### src/rtl/fetch_stage_reg_pkg.sv
// Shared constants and types for the fetch stage: default addresses, CP0 exception codes and
// the F/D pipeline register layout.
package fetch_stage_reg_pkg;

    localparam logic [31:0] DEF_RESET_PC   = 32'h0000_3000;
    localparam logic [31:0] DEF_HANDLER_PC = 32'h0000_4180;
    localparam logic [31:0] DEF_IM_BASE    = 32'h0000_3000;
    localparam logic [31:0] DEF_IM_LIMIT   = 32'h0000_6ffc;

    localparam logic [4:0] EXC_NONE    = 5'd0;
    localparam logic [4:0] EXC_INT     = 5'd0;
    localparam logic [4:0] EXC_ADEL    = 5'd4;
    localparam logic [4:0] EXC_ADES    = 5'd5;
    localparam logic [4:0] EXC_SYSCALL = 5'd8;
    localparam logic [4:0] EXC_BP      = 5'd9;
    localparam logic [4:0] EXC_RI      = 5'd10;
    localparam logic [4:0] EXC_OV      = 5'd12;

    typedef struct packed {
        logic [31:0] pc;
        logic [31:0] instr;
        logic        bd;
        logic [4:0]  exc_code;
    } fd_reg_t;

endpackage

### src/rtl/fetch_stage_reg_if.sv
// Signals between the fetch stage and its neighbours (next-PC logic, imem, hazard unit, CP0, D).
// With FETCH_PERF_EN defined the bundle also carries the fetch/stall performance counters.
interface fetch_stage_reg_if;

    logic        stall;
    logic        req;
    logic        D_eret;
    logic        D_isBranchType;
    logic [31:0] F_nextPC;
    logic [31:0] F_instr_in;
    logic [31:0] F_PC;
    logic [31:0] D_PC;
    logic [31:0] D_instr;
    logic        D_BD;
    logic [4:0]  D_excCode;
`ifdef FETCH_PERF_EN
    logic [31:0] fetch_count;
    logic [31:0] stall_count;

    modport master (
        output stall, req, D_eret, D_isBranchType, F_nextPC, F_instr_in,
        input  F_PC, D_PC, D_instr, D_BD, D_excCode, fetch_count, stall_count
    );

    modport slave (
        input  stall, req, D_eret, D_isBranchType, F_nextPC, F_instr_in,
        output F_PC, D_PC, D_instr, D_BD, D_excCode, fetch_count, stall_count
    );
`else
    modport master (
        output stall, req, D_eret, D_isBranchType, F_nextPC, F_instr_in,
        input  F_PC, D_PC, D_instr, D_BD, D_excCode
    );

    modport slave (
        input  stall, req, D_eret, D_isBranchType, F_nextPC, F_instr_in,
        output F_PC, D_PC, D_instr, D_BD, D_excCode
    );
`endif

endinterface

### src/rtl/fetch_addr_check.sv
// Combinational F-stage address-error check: misaligned or outside the instruction memory window.
module fetch_addr_check #(
    parameter logic [31:0] IM_BASE  = fetch_stage_reg_pkg::DEF_IM_BASE,
    parameter logic [31:0] IM_LIMIT = fetch_stage_reg_pkg::DEF_IM_LIMIT
) (
    input  logic [31:0] pc,
    output logic        adel
);

    assign adel = (pc[1:0] != 2'b00) || (pc < IM_BASE) || (pc > IM_LIMIT);

endmodule

### src/rtl/fetch_stage_reg.sv
// F-stage PC register and F/D pipeline register with stall, exception redirect and eret flush.
// Define FETCH_PERF_EN to add the fetch_count / stall_count performance counters.
module fetch_stage_reg
    import fetch_stage_reg_pkg::*;
#(
    parameter logic [31:0] RESET_PC   = DEF_RESET_PC,
    parameter logic [31:0] HANDLER_PC = DEF_HANDLER_PC,
    parameter logic [31:0] IM_BASE    = DEF_IM_BASE,
    parameter logic [31:0] IM_LIMIT   = DEF_IM_LIMIT
) (
    input logic              clk,
    input logic              reset,
    fetch_stage_reg_if.slave bus
);

    logic [31:0] pc_q, pc_d;
    fd_reg_t     fd_q, fd_d;
    logic        f_adel;
    logic        normal_load;

    fetch_addr_check #(
        .IM_BASE  (IM_BASE),
        .IM_LIMIT (IM_LIMIT)
    ) u_addr_check (
        .pc   (pc_q),
        .adel (f_adel)
    );

    assign normal_load = !bus.req && !bus.stall && !bus.D_eret;

    always_comb begin
        pc_d = pc_q;
        if (bus.req) begin
            pc_d = HANDLER_PC;
        end else if (!bus.stall) begin
            pc_d = bus.F_nextPC;
        end
    end

    always_comb begin
        fd_d = fd_q;
        if (bus.req) begin
            // Flushed slot still carries the handler PC so the macroscopic PC stays valid.
            fd_d = '{pc: HANDLER_PC, instr: 32'h0, bd: 1'b0, exc_code: EXC_NONE};
        end else if (bus.stall) begin
            fd_d = fd_q;
        end else if (bus.D_eret) begin
            fd_d = '{pc: pc_q, instr: 32'h0, bd: 1'b0, exc_code: EXC_NONE};
        end else begin
            fd_d.pc       = pc_q;
            fd_d.instr    = f_adel ? 32'h0 : bus.F_instr_in;
            fd_d.bd       = bus.D_isBranchType;
            fd_d.exc_code = f_adel ? EXC_ADEL : EXC_NONE;
        end
    end

    always_ff @(posedge clk or negedge reset) begin
        if (!reset) begin
            pc_q <= RESET_PC;
            fd_q <= '0;
        end else begin
            pc_q <= pc_d;
            fd_q <= fd_d;
        end
    end

    assign bus.F_PC      = pc_q;
    assign bus.D_PC      = fd_q.pc;
    assign bus.D_instr   = fd_q.instr;
    assign bus.D_BD      = fd_q.bd;
    assign bus.D_excCode = fd_q.exc_code;

`ifdef FETCH_PERF_EN
    logic [31:0] fetch_count_q, stall_count_q;

    always_ff @(posedge clk or negedge reset) begin
        if (!reset) begin
            fetch_count_q <= 32'h0;
            stall_count_q <= 32'h0;
        end else begin
            if (normal_load) begin
                fetch_count_q <= fetch_count_q + 32'd1;
            end
            if (bus.stall && !bus.req) begin
                stall_count_q <= stall_count_q + 32'd1;
            end
        end
    end

    assign bus.fetch_count = fetch_count_q;
    assign bus.stall_count = stall_count_q;
`else
    logic unused_normal_load;
    assign unused_normal_load = normal_load;
`endif

endmodule

### src/flat_wrapper.sv
// flat-port wrapper written by rule: the top's interface ports become plain ports
module fetch_stage_reg_flat import fetch_stage_reg_pkg::*;
#(
    parameter logic [31:0] RESET_PC   = DEF_RESET_PC,
    parameter logic [31:0] HANDLER_PC = DEF_HANDLER_PC,
    parameter logic [31:0] IM_BASE    = DEF_IM_BASE,
    parameter logic [31:0] IM_LIMIT   = DEF_IM_LIMIT
)
  (clk, reset, bus_stall, bus_req, bus_D_eret, bus_D_isBranchType, bus_F_nextPC, bus_F_instr_in, bus_F_PC, bus_D_PC, bus_D_instr, bus_D_BD, bus_D_excCode);
  fetch_stage_reg_if bus_i ();
  input logic clk;
  input logic reset;
  input wire logic [$bits(bus_i.stall)-1:0] bus_stall;
  input wire logic [$bits(bus_i.req)-1:0] bus_req;
  input wire logic [$bits(bus_i.D_eret)-1:0] bus_D_eret;
  input wire logic [$bits(bus_i.D_isBranchType)-1:0] bus_D_isBranchType;
  input wire logic [$bits(bus_i.F_nextPC)-1:0] bus_F_nextPC;
  input wire logic [$bits(bus_i.F_instr_in)-1:0] bus_F_instr_in;
  output wire logic [$bits(bus_i.F_PC)-1:0] bus_F_PC;
  output wire logic [$bits(bus_i.D_PC)-1:0] bus_D_PC;
  output wire logic [$bits(bus_i.D_instr)-1:0] bus_D_instr;
  output wire logic [$bits(bus_i.D_BD)-1:0] bus_D_BD;
  output wire logic [$bits(bus_i.D_excCode)-1:0] bus_D_excCode;
  assign bus_i.stall = bus_stall;
  assign bus_i.req = bus_req;
  assign bus_i.D_eret = bus_D_eret;
  assign bus_i.D_isBranchType = bus_D_isBranchType;
  assign bus_i.F_nextPC = bus_F_nextPC;
  assign bus_i.F_instr_in = bus_F_instr_in;
  assign bus_F_PC = bus_i.F_PC;
  assign bus_D_PC = bus_i.D_PC;
  assign bus_D_instr = bus_i.D_instr;
  assign bus_D_BD = bus_i.D_BD;
  assign bus_D_excCode = bus_i.D_excCode;
  fetch_stage_reg #(.RESET_PC(RESET_PC), .HANDLER_PC(HANDLER_PC), .IM_BASE(IM_BASE), .IM_LIMIT(IM_LIMIT)) u_core (.clk(clk), .reset(reset), .bus(bus_i));
endmodule
### config.mk
export PLATFORM = sky130hd
export DESIGN_NAME = fetch_stage_reg_flat
export DESIGN_NICKNAME = d
export VERILOG_FILES = /design/src/rtl/fetch_stage_reg_pkg.sv /design/src/rtl/fetch_stage_reg_if.sv /design/src/rtl/fetch_addr_check.sv /design/src/rtl/fetch_stage_reg.sv /design/src/flat_wrapper.sv
export SDC_FILE = /design/constraint.sdc
export NUM_CORES = 1
export LEC_CHECK = 0
export CORE_MARGIN = 2
export CORE_UTILIZATION = 65
export CTS_CLUSTER_SIZE = 40
export DETAILED_ROUTE_END_ITERATION = 8
export DONT_BUFFER_PORTS = 1
export GPL_ROUTABILITY_DRIVEN = 0
export PLACE_DENSITY = 0.81
export SLEW_MARGIN = 25
export SYNTH_ARGS = -nofsm -noshare
export SYNTH_HDL_FRONTEND = slang
export SYNTH_SLANG_ARGS = --single-unit
### constraint.sdc
create_clock -name clk -period 2.99 [get_ports clk]
set_clock_uncertainty 0.1 [all_clocks]
set_input_delay 0.4485 -clock clk [delete_from_list [all_inputs] [get_ports clk]]
set_output_delay 0.4485 -clock clk [all_outputs]
set_load 0.03 [all_outputs]
== Word level (Yosys, flattened, before mapping) ==
Index checks and enable logic that the tools add are counted.

* Register bits: 102
* Bits of input ports: 70
* Output and inout port bits: 102
* Logic and storage cells: 18

* Magnitude comparators: 2
* Eq/ne operators: 1
* Multiplexer cells: 7
* Reduce and logical (&&, ||, !) cells: 3

{| class="wikitable"
|+ Operators with widths
! kind !! count
|-
| 70-bit two-way mux || 2
|-
| 32-bit two-way mux || 3
|-
| 38-bit two-way mux || 1
|-
| 32-bit by 15-bit greater-than comparator with 1-bit output, second input constant || 1
|-
| 32-bit by 14-bit less-than comparator with 1-bit output, second input constant || 1
|-
| 3-bit two-way mux || 1
|-
| 1-bit logical OR || 2
|-
| 2-bit by 1-bit != test with 1-bit output, second input constant || 1
|-
| 2-bit nonzero test || 1
|}

== Depth between registers and ports, before layout ==
Gate-level depths: netlist of run 1.

* Depth in word-level cells: 7
* Depth in mapped cells: 6
* Depth with buffers taken out: 4

== Cells and area by module ==
A second synthesis of run 1 with hierarchy kept.

* Cells, all modules: 374
* Area total of the unflattened synthesis: 4,245.3 sq um

{| class="wikitable"
|+ By module, submodules not included
! module !! times used !! cells each !! area an instance (sq um) !! sequential area each (sq um)
|-
| fetch_stage_reg || 1 || 365 || 4,190.3 || 2,454.9
|-
| fetch_addr_check || 1 || 9 || 55.1 || 0.0
|}

== Worst setup path after synthesis of run 1 ==
OpenSTA, ideal clock, no wires.

* Kind: register -> register
* Start: reg u_core.pc_q[30], in the netlist u_core.bus.F_PC[30]
* End: reg u_core.fd_q (netlist bit u_core.bus.D_instr[10])
* Library setup time: 66 ps
* Data arrival time: 1,619 ps
* Required time: 2,824 ps
* Path slack: 1,204 ps
* Stages on the path, launching flop included: 6
* Buffers on the path: 1
* Period minus slack after synthesis: 1,786 ps
* Cell sequence: dfrtp_1 > nor4_2 > nand2_1 > nor4_4 > buf_6 > a22o_1

* Word-level cells in the longest chain between the ends: 7
* Elaborated cells on any way between the ends: 8
* Those cells by class: order compare (2); mux (4); reduce/logical (2)

{| class="wikitable"
|+ Ends and longest elaborated chain
! item !! line !! RTL
|-
| start: declaration || fetch_stage_reg.sv:16 || <nowiki>logic [31:0] pc_q, pc_d;</nowiki>
|-
| start signal: assignment || fetch_stage_reg.sv:62 || <nowiki>pc_q <= pc_d;</nowiki>
|-
| 32-bit by 14-bit less-than comparator with 1-bit output || fetch_addr_check.sv:10 || <nowiki>assign adel = (pc[1:0] != 2'b00) || (pc < IM_BASE) || (pc > IM_LIMIT);</nowiki>
|-
| 1-bit logical OR || fetch_addr_check.sv:10 ||
|-
| 1-bit logical OR * || fetch_addr_check.sv:10 ||
|-
| 32-bit two-way mux * || fetch_stage_reg.sv:51 || <nowiki>fd_d.instr = f_adel ? 32'h0 : bus.F_instr_in;</nowiki>
|-
| 38-bit two-way mux * || fetch_stage_reg.sv:47 || <nowiki>end else if (bus.D_eret) begin</nowiki>
|-
| 70-bit two-way mux * || fetch_stage_reg.sv:45 || <nowiki>end else if (bus.stall) begin</nowiki>
|-
| 70-bit two-way mux * || fetch_stage_reg.sv:42 || <nowiki>if (bus.req) begin</nowiki>
|-
| end signal: assignment || fetch_stage_reg.sv:60 || <nowiki>fd_q <= '0;</nowiki>
|-
| end signal: assignment || fetch_stage_reg.sv:63 || <nowiki>fd_q <= fd_d;</nowiki>
|-
| end: declaration || fetch_stage_reg.sv:17 || <nowiki>fd_reg_t fd_q, fd_d;</nowiki>
|}

Every way passes the cells marked *; elsewhere a longest branch is shown, timed or not. The select of a mux whose other input is x is not followed.
A chain may end at the register's enable or synchronous reset.

== Final worst setup path of run 1 ==
* Start: reg u_core.pc_q[30], in the netlist u_core.bus.F_PC[30]
* End: reg u_core.fd_q (netlist bit u_core.bus.D_instr[7])

The elaborated chain is that of the path after synthesis.

==> results of run 1 <==
## kinds of logic (layout without fill, tap and decap cells)
kind of cell	Yosys count	in the layout	synth area share, %
DFF	98	98	62.7
muxes	58	58	14.8
other	1	4	0.0958
buffers and inverters	26	20	3.71
AOI/OAI and AO/OA	42	42	9.30
and+or+nand+nor	77	77	9.39
## power by group
| part | internal [mW] | total, mW | switching [mW] |
|---|---|---|---|
| clock | 0.389 | 0.841 | 0.452 |
| combinational | 0.0635 | 0.137 | 0.0735 |
| sequential | 1.37 | 1.50 | 0.134 |
| total | 1.82 | 2.48 | 0.659 |
## cell type report
| cell class | instances | area, µm² | share of cell area [%] |
|---|---|---|---|
| tap | 75 | 93.8 | 2.27 |
| clock buffer | 10 | 128 | 3.09 |
| sequential | 98 | 2450 | 59.5 |
| clock inverter | 6 | 66.3 | 1.61 |
| timing repair buffer | 4 | 52.6 | 1.27 |
| multi-input combinational | 181 | 1330 | 32.2 |
## what timing repair did
item                                    4_1_cts  5_1_grt
endpoints found under the setup margin        0        0
hold endpoints to repair                     98        0
hold buffers                                  2        0
## sequential cells by signal, indices dropped and copies added (netlist names)
signal / cells
u_core.bus.F_PC: 32
u_core.bus.D_excCode: 1
u_core.bus.D_PC: 32
u_core.bus.D_BD: 1
u_core.bus.D_instr: 32
## cells in the mapped netlist (all sizes together)
cell | number | area [µm²]
conb | 1 | 3.75
or3 | 2 | 22.5
and3b | 1 | 8.76
dfrtp | 96 | 2400
mux2i | 58 | 581
a21boi | 1 | 7.51
dfstp | 2 | 52.6
nor4 | 5 | 58.8
clkbuf | 11 | 41.3
a22o | 33 | 289
nor3 | 1 | 5.00
o31ai | 1 | 7.51
a211o | 6 | 52.6
nand2 | 3 | 11.3
nor2b | 7 | 43.8
o211ai | 1 | 7.51
nor2 | 58 | 218
buf | 15 | 104
## per-layer routing
metal | vias up | track usage, %
li1 | 1034 | -
met5 | - | 0
met4 | 0 | 8.00
met3 | 10 | 8.90
met2 | 104 | 32.6
met1 | 1114 | 30.3
## through the flow
stage | setup WS [ns] | std cells | hold slack (ns)
floorplan | 1.20 | 305 | 0.0529
global placement | 0.963 | 356 | 0.0548
detailed placement | 0.913 | 356 | 0.0547
CTS | 0.893 | 374 | 0.0229
global route | 0.774 | 374 | 0.0160
finish | 0.906 | 374 | 0.0618
## worst paths after layout
path / slack [ns] / endpoint
min: 0.06 / u_core.bus.F_PC[12]$_DFFE_PN1P_
max reg2reg: 0.91 / u_core.bus.D_instr[7]$_DFFE_PN0P_
max: 0.91 / u_core.bus.D_instr[7]$_DFFE_PN0P_
max in group asynchronous: 1.84 / u_core.bus.F_PC[13]$_DFFE_PN1P_
min in group asynchronous: 0.60 / u_core.bus.F_PC[11]$_DFFE_PN0P_
min reg2reg: 0.54 / u_core.bus.F_PC[12]$_DFFE_PN1P_
==> impl_results.md, run 1 <==
- Outcome: completed
- Min cycle time layout: between 2 and 2.5 ns
- Num CTS Buffers: 9
- Startpoint Class: register
- DP HPWL: 5030 µm
- Sinks on Clock Net: between 90 and 100
- Yosys cell types: 22
- P_leak: 2.06 nW
- Pins Over Slew Limit: 0
- Die area: 6660 µm²
- Grt ovf: 0
- Syn Area/Cell: 13.0 µm²
- Worst-Skew Late Latency: 0.35 ns
- Crit path kind: reg2reg
- Met3 routed WL: 825 µm
- Design area: 4130 µm²
- Final core utilization: 70.1%
- Levels on crit path: 5
- # DRC: 0
- Yosys warning total: 0
- Fill cells: 402
- Most common cell after layout, fill and taps aside: dfrtp_1
- Post-synthesis sequential area ratio: between 60 and 70%
- Fin crit share: 69.7%
- RSZ-0062 raised after global routing: no
- Setup_tns: 0 ns
- CP max stage delay: 0.53 ns
- Req. time, crit path: about 3.2 ns
- Top achievable clock speed: between 400 and 500 MHz
- Yosys reg bits: 98
- Rows: 28
- Hold Path Depth: 1
- Vias in the first global route: between 2k and 2.5k
- # resized after CTS: 0
- Clk root buf: clkbuf_8
- TritonCTS clock tree: built
- Die Y-Extent: 81.6 µm
- Commonest cells after routing, fill and taps aside: 96 x dfrtp_1, 58 x mux2i_1, 58 x nor2_1
- Hold Vio Cnt, Final: 0
- Reg clk slew, reported paths: 0.09 ns
- Syn Inst Count: 302
- Routed len/inst: 20.4 µm
- H-tree depth: 3
- Ports: between 150 and 200
- Critical Path Start: u_core.bus.F_PC[30]$_DFFE_PN0P_
- Ratio of cells with drive above 1 in the final layout: 8.70%
- Area Growth Syn to Fin: 5.34%
- Synthesized area: around 3900 µm²
- Core Area: 5890 µm²
- Critical Path AT: 2.27 ns
- Iter 0 DRT Violations: 85
- NumNets Final: 364
- # diodes: 0
- Die W: 81.6 µm
- Initial Util: approximately two thirds
- Worst hold path class: in2reg
- Crit-path max FO: 32
- CTS max path bufs: 2
- Initial antenna violation count: 0
- CP bufs+invs: 1
- Delay-heaviest family, CP: simple AND/OR/NAND/NOR gates
- Uppermost routed layer: met4
- Critical-path top delay cell: dfrtp_1
- Routed WL: 7610 µm
- HP Start: bus_req
- Post-DRT Antenna Nets: 0
- Cell depth of the worst flop-to-flop path: 5
- R2r startpoint: u_core.bus.F_PC[30]$_DFFE_PN0P_
- Power, Total: 2.48 mW
- Wire length of the first global-routing pass: between 10,000 and 15,000 µm
- Final setup vio count: 0
- Post-CTS Setup Bufs: 0
- Pwr/cell area: about 600 nW/µm²
- Initial DRT Pass Iterations: 4
- GRT Util Overall: 22.2%
- Routed vias/inst: 6.05
- Max-cap viol count: 0
- Met2 wire len: 3590 µm
- Port Buf Inserts: 0
- DR vias: 2,262
- Wl on met1: 3100 µm
- Placed Area: 3890 µm²
- Crit. End Element: register
- Largest net degree at the start of global routing: 99
- Critical path cell sequence: nor4_2, nand2_1, nor4_4, buf_4, a22o_1
- Peak supply drop: 0.494 mV
No activity file was read; power rests on OpenSTA's default activity.
==> run 2: changes to the inputs <==
CORE_UTILIZATION = 56   (was 65)
PLACE_DENSITY = 0.74   (was 0.81)
clock period = 1.9 ns   (was 2.99 ns; I/O delays follow)
==> impl_results.md, run 2 (synthesized netlist as in run 1, its figures left out) <==
- Initial Util: 57.6% (-8.9 points)
- Die Y-Extent: 87.6 µm (+7.4%)
- Failing checks: hold timing
- Startpoint Class: register
- Post-DRT Antenna Nets: 0 (unchanged)
- Largest net degree at the start of global routing: 99 (unchanged)
- Grt ovf: 0 (unchanged)
- Req. time, crit path: 2.09 ns (-1.08 ns)
- Met3 routed WL: 632 µm (-23%)
- Port Buf Inserts: 0 (unchanged)
- R2R Setup Slk: 0.14 ns (-0.77 ns)
- Routed vias/inst: 5.64 (-6.7%)
- Uppermost routed layer: met4
- RSZ-0062 raised after global routing: no
- Most common cell after layout, fill and taps aside: dfrtp_1
- # diodes: 0 (unchanged)
- R2r startpoint: u_core.bus.F_PC[30]$_DFFE_PN0P_
- Clk root buf: clkbuf_8
- DP HPWL: 5340 µm (+6.3%)
- Commonest cells after routing, fill and taps aside: 96 x dfrtp_1, 61 x dlygate4sd3_1, 58 x mux2i_1, 58 x nor2_1, 33 x a22o_1
- Peak supply drop: 0.484 mV (-2.1%)
- Fill cells: 469 (+17%)
- Worst slew pin tran: roughly 0.8 ns
- Max-cap viol count: 0 (unchanged)
- Final setup vio count: 0 (unchanged)
- Initial DRT Pass Iterations: 4 (unchanged)
- P_leak: 2.47 nW (+20%)
- Slew headroom: 47.1%
- Reg2reg end: u_core.bus.D_instr[22]$_DFFE_PN0P_
- Cell depth of the worst flop-to-flop path: 5 (unchanged)
- Ports: 172 (unchanged)
- Die W: 87.6 µm (+7.4%)
- DR vias: 2,702 (+19%)
- GRT Util Overall: 24.6% (+2.3 points)
- Hold Vio Cnt, Final: 98 (+98)
- NumNets Final: 448 (+23%)
- Hold Buf Count CTS: 63 (+61)
- Outcome: finished with violations
- Hold slack: -0.492 ns (-0.554 ns)
- Critical Path AT: 1.95 ns (-0.32 ns)
- Initial antenna violation count: 0 (unchanged)
- Crit-path max FO: 11 (-66%)
- H-tree depth: 3 (unchanged)
- Setup_tns: 0 ns (unchanged)
- Crit. End Element: register
- Area Growth Syn to Fin: 27.7%
- Die area: 7680 µm² (+15%)
- Worst hold path class: in2async
- TritonCTS clock tree: built
- Crit path kind: reg2reg
- CTS max path bufs: 2 (unchanged)
- Iter 0 DRT Violations: 134 (+58%)
- Min cycle time layout: 1.76 ns (-0.324 ns)
- Worst-Skew Late Latency: 0.36 ns (about the same)
- Wl on met1: 3780 µm (+22%)
- Num CTS Buffers: 9 (unchanged)
- # DRC: 0 (unchanged)
- Wire length of the first global-routing pass: 14,400 µm (+30%)
- Final core utilization: 73.6% (+3.5 points)
- Vias in the first global route: 2,837 (+36%)
- Top achievable clock speed: 568 MHz (+18%)
- Power, Total: 4.25 mW (+72%)
- Post-Place Setup Slack: 0.0572 ns (-0.856 ns)
- Rows: 30 (+7.1%)
- Routed WL: 9540 µm (+25%)
- Pwr/cell area: 851 nW/µm² (+42%)
- Ratio of cells with drive above 1 in the final layout: 13.3% (+4.6 points)
- Fin crit share: 92.7% (+23 points)
- Sinks on Clock Net: 98 (unchanged)
- Pins Over Slew Limit: 0 (unchanged)
- Core Area: 6790 µm² (+15%)
- Reg clk slew, reported paths: 0.10 ns (about the same)
- Final worst slack: 0.140 ns (-0.766 ns)
- Met2 wire len: 4900 µm (+36%)
- Routed len/inst: 19.9 µm (-2.1%)
==> run 2: cell types whose count changed in the layout (fill, tap and decap cells not counted) <==
cell,change
nor4_4,+1
buf_12,+2
buf_4,+22
nor4_2,-1
clkbuf_8,+1
clkinv_4,+2
clkinvlp_4,-2
bufinv_16,+1
dlygate4sd3_1,+60
clkbuf_1,-1
inv_6,-1
==> run 2: metrics by stage <==
step	std cells	area, µm²
4_1_cts	479	4990
3_5_place_dp	400	4110
5_1_grt	479	5000
6_report	479	5000
3_3_place_gp	400	4110
2_1_floorplan	305	3930
==> run 2: worst max-delay path by stage <==
stage	start	to	slack (ns)
global route	u_core.bus.F_PC[30]$_DFFE_PN0P_	u_core.bus.D_instr[22]$_DFFE_PN0P_	0.03
finish	u_core.bus.F_PC[30]$_DFFE_PN0P_	u_core.bus.D_instr[22]$_DFFE_PN0P_	0.14
CTS	u_core.bus.F_PC[30]$_DFFE_PN0P_	u_core.bus.D_instr[12]$_DFFE_PN0P_	0.03
global placement	u_core.bus.F_PC[30]$_DFFE_PN0P_	u_core.bus.D_instr[12]$_DFFE_PN0P_	0.15
floorplan	u_core.bus.F_PC[30]$_DFFE_PN0P_	u_core.bus.D_instr[10]$_DFFE_PN0P_	0.11
detailed placement	u_core.bus.F_PC[30]$_DFFE_PN0P_	u_core.bus.D_instr[12]$_DFFE_PN0P_	0.06
==> run 2: layer usage <==
layer / track usage [%] / vias up
met3: 5.37 / 24
li1: - / 1197
met2: 41.0 / 120
met1: 31.3 / 1361
met4: 10.1 / 0
met5: 0 / -
==> run 2: worst max-delay path: stages (launching register included) <==
cell and delay (ns):
dfrtp_1 0.43, nor4_4 0.32, nand2_1 0.16, nor4_4 0.30, buf_4 0.23, a22o_1 0.16
==> run 2: report_power, final <==
part	internal (mW)	switching [mW]
Combinational	0.223	0.230
Sequential	2.15	0.140
Clock	0.780	0.727
==> run 2: timing repair <==
action	4_1_cts	5_1_grt
setup buffers	0	0
setup endpoints to repair	0	32
hold endpoints to repair	195	98
resized for setup	0	1
==> run 2: final cells by class <==
cell class,count,area [µm²],share of cell area (%)
Clock buffer,10,138,2.75
Clock inverter,6,90.1,1.80
Multi-Input combinational cell,181,1340,26.8
Sequential cell,98,2450,49.1
Tap cell,96,120,2.40
Timing Repair Buffer,88,858,17.2
==> run 3: changes to the inputs <==
CORE_UTILIZATION = 57   (was 56)
PLACE_DENSITY = 0.75   (was 0.74)
SYNTH_HIERARCHICAL = 1   (was default)
==> impl_results.md, run 3 <==
- Worst-Skew Late Latency: 0.35 ns (about the same)
- TritonCTS clock tree: built
- Crit-path max FO: 17 (+6)
- Core Area: 7210 µm² (+6.2%)
- Post-synth top area share: 56.6% (-4.8 points)
- Ports: 172 (unchanged)
- Req. time, crit path: 2.09 ns (about the same)
- Peak supply drop: 0.517 mV (+6.9%)
- CTS max path bufs: 2 (unchanged)
- Placed Area: 4360 µm² (+6.3%)
- Post-synthesis sequential area ratio: 57.8% (-4.9 points)
- Failing checks: hold timing, setup timing
- NumNets Final: 517 (+15%)
- R2R Setup Slk: -0.26 ns (-0.40 ns)
- Final worst slack: -0.261 ns (-0.401 ns)
- H-tree depth: 3 (unchanged)
- Delay-heaviest family, CP: simple AND/OR/NAND/NOR gates
- Syn Inst Count: 374 (+24%)
- Min cycle time layout: 2.16 ns (+0.401 ns)
- Area Growth Syn to Fin: 28.5%
- Synth area leader: dfrtp_1
- Initial Util: 58.8% (+1.2 points)
- R2r startpoint: u_core/bus.F_PC[1]$_DFFE_PN0P_
- P_leak: 2.62 nW (+5.9%)
- Routed WL: 10,700 µm (+12%)
- Critical Path AT: 2.35 ns (+0.40 ns)
- Top post-synthesis cells by area: dfrtp_1 57%, mux2i_1 14%, or4b_1 7.5%, nor2_1 5.1%, a21oi_1 4.0%
- Top achievable clock speed: 463 MHz (-19%)
- Grt ovf: 0 (unchanged)
- Ratio of cells with drive above 1 in the final layout: 15.3% (+2.0 points)
- Initial DRT Pass Iterations: 5 (+1)
- Reg2reg end: u_core/bus.D_instr[21]$_DFFE_PN0P_
- Die W: 90.3 µm (+3.1%)
- Syn Area/Cell: 11.4 µm² (-12%)
- Top_reg_cell synth: dfrtp_1
- Pins Over Slew Limit: 0 (unchanged)
- Crit. End Element: register
- Commonest cells after routing, fill and taps aside: 92 x dfrtp_1, 68 x dlygate4sd3_1, 58 x mux2i_1, 58 x nor2_1, 35 x nand2_1
- Wire length of the first global-routing pass: 17,200 µm (+20%)
- Port Buf Inserts: 0 (unchanged)
- Yosys reg bits: 98 (unchanged)
- Rows: 31 (+3.3%)
- Sinks on Clock Net: 98 (unchanged)
- Yosys warning total: 6 (+6)
- Commonest cells post-synth: 96 x dfrtp_1, 58 x mux2i_1, 58 x nor2_1
- # diodes: 0 (unchanged)
- Pwr/cell area: 781 nW/µm² (-8.2%)
- GRT Util Overall: 26.4% (+1.9 points)
- # DRC: 0 (unchanged)
- Most common cell in the netlist: dfrtp_1
- Max-cap viol count: 0 (unchanged)
- Routed len/inst: 19.4 µm (-2.4%)
- Largest net degree at the start of global routing: 99 (unchanged)
- Routed vias/inst: 5.64 (about the same)
- Post-DRT Antenna Nets: 0 (unchanged)
- Cell depth of the worst flop-to-flop path: 7 (+2)
- DR vias: 3,104 (+15%)
- Die Y-Extent: 90.3 µm (+3.1%)
- Synthesized area: 4250 µm² (+8.4%)
- Fin crit share: 114% (+21 points)
- Iter 0 DRT Violations: 172 (+28%)
- Die area: 8150 µm² (+6.2%)
- Vias in the first global route: 3,241 (+14%)
- Final setup vio count: 32 (+32)
- Design area: 5450 µm² (+9.1%)
- Critical path cell sequence: nor4_4, and3_4, nand4_1, buf_6, buf_12, or4b_1, a21oi_2
- Reg clk slew, reported paths: 0.09 ns (about the same)
- CP bufs+invs: 2 (+1)
- Worst slew pin tran: 0.932 ns (+0.141 ns)
- Num CTS Buffers: 9 (unchanged)
- Fill cells: 508 (+8.3%)
- Worst hold path class: in2async
- Crit path kind: reg2reg
- Most common cell after layout, fill and taps aside: dfrtp_1
- Critical-path top delay cell: or4b_1
- Startpoint Class: register
- RSZ-0062 raised after global routing: yes
- Initial antenna violation count: 0 (unchanged)
- Power, Total: 4.26 mW (+0.14%)
- Slew headroom: 37.7% (-9.4 points)
- DP HPWL: 5510 µm (+3.1%)
- Clk root buf: clkbuf_8
- CP max stage delay: 0.55 ns (+0.12 ns)
- Outcome: finished with violations
- Hold Vio Cnt, Final: 98 (unchanged)
- Yosys cell types: 21 (-4.5%)
- Post-synthesis async set-or-reset flop share: 100% (unchanged)
- EDFF count, synth: 0 (unchanged)
- Hold slack: -0.487 ns (+0.00539 ns)
==> run 3: layout make-up <==
| cell class | instances | area (µm²) | share of cell area (%) |
|---|---|---|---|
| sequential | 98 | 2460 | 45.1 |
| timing repair buffer | 95 | 942 | 17.3 |
| multi-input combinational | 243 | 1700 | 31.2 |
| clock inverter | 4 | 75.1 | 1.38 |
| clock buffer | 11 | 151 | 2.78 |
| tap | 99 | 124 | 2.27 |
==> run 3: where the power goes <==
group          total [mW]  switching (mW)  internal [mW]
Clock                1.51           0.703          0.807
Sequential           2.30           0.144           2.15
Combinational       0.452           0.215          0.237
==> run 3: worst max path at each step <==
stage                                          startpoint                            endpoint  slack (ns)  cells past startpoint
after floorplan            u_core/bus.F_PC[0]$_DFFE_PN0P_  u_core/bus.D_instr[29]$_DFFE_PN0P_       -0.12                      6
after global placement    u_core/bus.F_PC[25]$_DFFE_PN0P_  u_core/bus.D_instr[28]$_DFFE_PN0P_       -0.27                      5
after detailed placement  u_core/bus.F_PC[25]$_DFFE_PN0P_  u_core/bus.D_instr[28]$_DFFE_PN0P_       -0.28                      5
after CTS                  u_core/bus.F_PC[0]$_DFFE_PN0P_  u_core/bus.D_instr[28]$_DFFE_PN0P_       -0.26                      6
after global routing       u_core/bus.F_PC[1]$_DFFE_PN0P_   u_core/bus.D_instr[3]$_DFFE_PN0P_       -0.33                      7
final                      u_core/bus.F_PC[1]$_DFFE_PN0P_  u_core/bus.D_instr[21]$_DFFE_PN0P_       -0.26                      7
==> run 3: repair_timing <==
item	CTS	global route
pin swaps	0	14
endpoints found under the setup margin	32	32
hold buffers	69	1
cloned	0	1
resized for setup	3	21
buffers inserted	0	1
hold endpoints to repair	196	99
==> run 3: routing by layer <==
metal  track usage, %  part of all wire (%)  up-vias
met5                0                     0        -
met4             7.44                   1.1        0
met3             7.85                   6.6       10
met2             42.9                    51      109
met1             35.0                    41     1557
li1                 -                     -     1428
==> run 3: metrics by stage <==
stage	setup WS, ns	instances	hold slack (ns)	TNS [ns]	util (%)
finish	-0.261	550	-0.487	-7.29	75.6
global route	-0.331	550	-0.513	-9.98	75.6
CTS	-0.263	547	-0.499	-7.58	73.7
detailed placement	-0.278	463	-0.108	-8.08	60.5
global placement	-0.266	463	-0.108	-7.92	60.5
floorplan	-0.124	377	-0.111	-3.61	-
==> run 3: logic make-up (layout without fill, tap and decap cells) <==
group,Yosys count,count (layout),synth area share (%)
xor+xnor,1,1,0.206
compound gates,40,40,5.25
mux,58,58,13.7
buf+inv,36,110,4.89
other cells,1,4,0.0883
flops,98,98,57.8
simple gates,140,140,18.1
